===== src/rtl/shift_unit.sv =====
// shift_unit: sequential shift/rotate unit, one bit per clock under a Start/Busy/Done handshake.
// Optional LFSR command (Op=111) is built in when SHIFT_UNIT_LFSR_EN is defined.
module shift_unit #(
  parameter int unsigned      WIDTH = 8,
  parameter int unsigned      AW    = $clog2(WIDTH),
  parameter logic [WIDTH-1:0] TAPS  = WIDTH'(8'b0001_1101)
) (
  input  logic             Clk,
  input  logic             Rst_n,
  input  logic             Start,
  input  logic [2:0]       Op,
  input  logic [AW-1:0]    Amt,
  input  logic [WIDTH-1:0] Load_val,
  input  logic             Din,
  output logic [WIDTH-1:0] Dout,
  output logic             Busy,
  output logic             Done
);

  localparam logic [2:0] OP_LOAD = 3'b000;
  localparam logic [2:0] OP_SLL  = 3'b001;
  localparam logic [2:0] OP_SRL  = 3'b010;
  localparam logic [2:0] OP_SRA  = 3'b011;
  localparam logic [2:0] OP_ROL  = 3'b100;
  localparam logic [2:0] OP_ROR  = 3'b101;
  localparam logic [2:0] OP_SIN  = 3'b110;
  localparam logic [2:0] OP_LFSR = 3'b111;

`ifdef SHIFT_UNIT_LFSR_EN
  localparam bit LFSR_EN = 1'b1;
`else
  localparam bit LFSR_EN = 1'b0;
`endif

  typedef enum logic {
    ST_IDLE  = 1'b0,
    ST_SHIFT = 1'b1
  } state_e;

  state_e           state_q, state_d;
  logic [2:0]       op_q, op_d;
  logic [AW-1:0]    count_q, count_d;
  logic [WIDTH-1:0] dout_q, dout_d;
  logic             busy_q, busy_d;
  logic             done_q, done_d;
  logic             no_step_c;

  // One step of the latched command applied to the current register value.
  function automatic logic [WIDTH-1:0] step_fn(input logic [2:0]       op,
                                               input logic [WIDTH-1:0] d,
                                               input logic             din);
    logic [WIDTH-1:0] r;
    r = d;
    case (op)
      OP_SLL:  r = {d[WIDTH-2:0], 1'b0};
      OP_SRL:  r = {1'b0, d[WIDTH-1:1]};
      OP_SRA:  r = {d[WIDTH-1], d[WIDTH-1:1]};
      OP_ROL:  r = {d[WIDTH-2:0], d[WIDTH-1]};
      OP_ROR:  r = {d[0], d[WIDTH-1:1]};
      OP_SIN:  r = {din, d[WIDTH-1:1]};
      OP_LFSR: r = LFSR_EN ? {^(d & TAPS), d[WIDTH-1:1]} : d;
      default: r = d;
    endcase
    return r;
  endfunction

  // Commands that complete at the accepting edge without entering SHIFT.
  assign no_step_c = (Amt == '0) || ((Op == OP_LFSR) && !LFSR_EN);

  // Next-state and output logic.
  always_comb begin
    state_d = state_q;
    op_d    = op_q;
    count_d = count_q;
    dout_d  = dout_q;
    done_d  = 1'b0;
    case (state_q)
      ST_IDLE: begin
        if (Start) begin
          if (Op == OP_LOAD) begin
            dout_d = Load_val;
            done_d = 1'b1;
          end else if (no_step_c) begin
            done_d = 1'b1;
          end else begin
            op_d    = Op;
            count_d = Amt;
            state_d = ST_SHIFT;
          end
        end
      end
      ST_SHIFT: begin
        dout_d  = step_fn(op_q, dout_q, Din);
        count_d = count_q - AW'(1);
        if (count_q == AW'(1)) begin
          state_d = ST_IDLE;
          done_d  = 1'b1;
        end
      end
      default: state_d = ST_IDLE;
    endcase
    busy_d = (state_d == ST_SHIFT);
  end

  always_ff @(posedge Clk or negedge Rst_n) begin
    if (!Rst_n) begin
      state_q <= ST_IDLE;
      op_q    <= OP_LOAD;
      count_q <= '0;
      dout_q  <= '0;
      busy_q  <= 1'b0;
      done_q  <= 1'b0;
    end else begin
      state_q <= state_d;
      op_q    <= op_d;
      count_q <= count_d;
      dout_q  <= dout_d;
      busy_q  <= busy_d;
      done_q  <= done_d;
    end
  end

  assign Dout = dout_q;
  assign Busy = busy_q;
  assign Done = done_q;

endmodule

===== config.mk =====
export PLATFORM = sky130hd
export DESIGN_NAME = shift_unit
export DESIGN_NICKNAME = d
export VERILOG_FILES = /design/src/rtl/shift_unit.sv
export SDC_FILE = /design/constraint.sdc
export NUM_CORES = 1
export LEC_CHECK = 0
export BUFFER_PORTS_ARGS = -buffer_cell sky130_fd_sc_hd__clkbuf_2
export CAP_MARGIN = 20
export CORE_MARGIN = 3
export CORE_UTILIZATION = 33
export CTS_CLUSTER_SIZE = 40
export DETAILED_ROUTE_END_ITERATION = 6
export HOLD_SLACK_MARGIN = 0.15
export PLACE_DENSITY = 0.58
export REMOVE_ABC_BUFFERS = 1
export SYNTH_ARGS = -nofsm -noshare
export SYNTH_HDL_FRONTEND = slang
export SYNTH_SLANG_ARGS = --single-unit

===== constraint.sdc =====
create_clock -name Clk -period 1.9 [get_ports Clk]
set_input_delay 0.38 -clock Clk [delete_from_list [all_inputs] [get_ports Clk]]
set_output_delay 0.38 -clock Clk [all_outputs]
set_load 0.005 [all_outputs]

==> run summary <==
The share of synthesized registers carrying an async set or reset was 1.000. Counting every instance in the synthesized netlist gives 113. After detailed routing, the number of vias per cell comes to 5.535. The tools report the library cell used as clock root buffer as sky130_fd_sc_hd__clkbuf_4. The fill cell total of the finished layout was 323; the final number of hold-violating endpoints was 0. The final wirelength is 2826 microns, and the count of port buffers added during placement is 27. Clock tree synthesis inserted a total of 3 buffers. The tools report the maximum clock frequency as 610.8 MHz. The total number of clock tree sinks came out at 16. The run gives 1035 as the total via count in the routed design.

In this run the power density over the cells is 1741 nW/um^2. The tools report the number of buffers on the longest clock path as 2. Setup repair after global routing left no endpoint under its margin. The post-route clock period utilization was 0.8617; the sequential element share of the synthesized area was 0.3591. Between clock sinks in the finished design, the worst skew comes to 2.526 ps. The number of global-route vias before repair was 1048. After floorplanning, the core was sized to cover 3128 sq um. The tools report the number of unique standard cell types used by synthesis as 40. The required arrival time at the worst endpoint came out at 2080 ps. The overall global routing resource usage is 0.1507.

After clock tree synthesis, the clock-pin slew on the worst setup and hold paths is 100 ps. Post-CTS setup buffer count: 0. Class of the most critical hold timing path: in2reg. Adding up every negative setup slack in the final design gives 0 ps.

The first global-routing pass estimated 4871 microns of wire. Post-CTS repair changed the size of 0 cells. The run gives 0 as the number of nets with antenna violations after routing.

The critical setup path kind is reg2reg. Number of pins with negative max-slew slack in the final report: 0. The initial antenna violation count is 0.

Global routing finished with a remaining overflow of 0. For the number of search-and-repair iterations in the first detailed-routing pass, the log shows 4. The worst-margin pin slew was 548.9 ps. The tools report the worst max-slew margin expressed relative to the limit as 0.6341.

The average instance in the mapped netlist occupies 9.866 sq um. The maximum resistive drop on vdd is 529.0 uV, and the pin count of the biggest net entering global routing is 18. For the number of DRC violations after detailed-routing iteration 0, the log shows 56. The routed length per instance is 15.11 microns, and the count of maximum capacitance violations is 0.

The worst path in the final design needs a cycle of 1637 ps, including I/O delays and setup. The mapped cell area is 1115 sq um, and the number of standard-cell rows in the floorplan is 20. The clock reaches the later pin of the worst-skew pair after 290 ps.

In this run the horizontal extent of the chip is 64.12 microns. Yosys printed 0 warnings. Predominant post-synthesis flop cell: sky130_fd_sc_hd__dfrtp_1.

TritonCTS built the clock tree. Counting tap cells, the placed design contains a total of 183 instances. The count of hold-fix buffers inserted at cts is 1. The kind of start point of the critical path is a flop.

The number of antenna diodes in the final layout is 0. Endpoint class of the critical path: a flop. In this run the static leakage power is 0.6218 nW. For this run, the post-layout net count is 165. The run gives 0.3564 as the initial core utilization. The congestion estimate from routability-driven global placement came to 0.7666. In this run the worst path has a maximum fanout of 17. STA puts the critical path data arrival time at 1820 ps.

Counting flops with a built-in enable in the synthesized netlist gives 0. The die is 64.12 microns tall. Setup violations remaining at the end of the flow were counted as 0.

The fraction of layout instances using a drive strength above 1 was 0.3706; the filler-free cell count of the finished design was 187. For the placed wire-length estimate, the log shows 2204 microns. The die covers 4111 sq um.

The run finished with clean final reports. In this run the count of I/O pins placed on the die edge is 28. After synthesis the netlist holds a flip-flop and latch count of 16.

For this run, design rule violations remaining after detail routing come to 0. The area growth from synthesis to layout is 19.75%. Number of levels in the clock H-tree: 1.
synth_stat cells, drive strengths merged (2+ instances only):
| library cell | number | area, sq um |
|---|---|---|
| a211oi | 3 | 22.52 |
| a21o | 2 | 15.01 |
| a21oi | 10 | 50.05 |
| a221o | 7 | 70.07 |
| a221oi | 6 | 65.06 |
| a31oi | 4 | 25.02 |
| and3 | 4 | 30.03 |
| buf | 8 | 58.80 |
| dfrtp | 16 | 400.4 |
| ha | 2 | 25.02 |
| inv | 6 | 22.52 |
| mux2 | 7 | 86.33 |
| nand2 | 8 | 30.03 |
| nand2b | 2 | 12.51 |
| nand3 | 3 | 15.01 |
| nand3b | 2 | 15.01 |
| nor2 | 4 | 17.52 |
| nor3 | 2 | 21.27 |
| o21ai | 2 | 10.01 |
| or3 | 2 | 17.52 |
flip-flops by register name, indices dropped and copies added, names as in the netlist:
signal	count
Dout	8
count_q	3
op_q	3
Busy	1
Done	1
final cells by class:
cell class,count,area [sq um],area share
well taps,44,55.05,0.04124
multi-input cells,82,629.4,0.4714
clock buffers,3,22.52,0.01687
flip-flops and latches,16,400.4,0.2999
inverters,6,22.52,0.01687
repair buffers,36,205.2,0.1537
per-stage QoR:
stage	power [mW]	worst slack (ps)	hold slack, ps	cell area (sq um)	util
2_1_floorplan	1.652	277.1	84.41	1052	-
3_3_place_gp	2.102	282.9	331.3	1303	0.4164
3_5_place_dp	2.164	264.5	342.0	1303	0.4164
4_1_cts	2.361	243.1	307.3	1335	0.4268
5_1_grt	2.562	107.2	305.5	1335	0.4268
6_report	2.325	262.7	310.1	1335	0.4268
power by group:
group	total, mW	internal [mW]	leakage (nW)	switching [mW]
sequential	0.807	0.518	0.190	0.289
combinational	1.33	0.713	0.418	0.618
clock	0.187	0.0738	0.0138	0.113
total	2.32	1.30	0.622	1.02
layer usage:
metal,track usage,vias up,share of wire,wire length [microns]
met1,0.1741,509,0.42,1175
met4,0.03166,0,0,0
met5,0,-,0,0
li1,-,494,-,-
met3,0.05448,0,0.066,187
met2,0.2658,32,0.52,1463
kinds of logic after synthesis:
logic type | share of synthesized area
compound gates | 0.2750
simple gates | 0.1650
flops | 0.3591
buf+inv | 0.07631
mux | 0.08642
xor+xnor | 0.01572
fa+ha+maj | 0.02244
cells in the final DEF, fill, tap and decap left out, drive strengths merged:
cell         netlist  routed
a31oi              4       4
o32ai              1       1
xor2               1       1
clkbuf             1      30
or2                1       1
nand2b             2       2
o21bai             1       1
a21oi             10      10
xnor2              1       1
mux2               7       7
a221oi             6       6
dfrtp             16      16
or3                2       2
and3               4       4
o211ai             1       1
a211oi             3       3
nand3b             2       2
a21o               2       2
o31ai              1       1
a211o              1       1
inv                6       6
nand2              8       8
nand4              1       1
ha                 2       2
o21ai              2       2
nand3              3       3
dlygate4sd3        0       1
nor3               2       2
buf                8       8
a221o              7       7
nor2b              1       1
nor2               4       4
mux2i              1       1
a311oi             1       1
final timing paths:
| check | start | to | slack (ps) | cells after the start |
|---|---|---|---|---|
| min in group asynchronous | Rst_n | Dout[2] | 540 | 2 |
| max | op_q[0] | Dout[3] | 260 | 4 |
| min | Load_val[0] | Dout[0] | 310 | 3 |
| min reg2reg | count_q[0] | count_q[0] | 530 | 1 |
| max reg2reg | op_q[0] | Dout[3] | 260 | 4 |
| max in group asynchronous | Rst_n | op_q[1] | 1060 | 2 |
worst max-delay path: stages, from the launching register on:
cell	delay, ps
sky130_fd_sc_hd__dfrtp_1	700
sky130_fd_sc_hd__o31ai_1	180
sky130_fd_sc_hd__nor2_1	230
sky130_fd_sc_hd__nor2_2	110
sky130_fd_sc_hd__a221o_1	310
(Power assumes the default switching activity.)
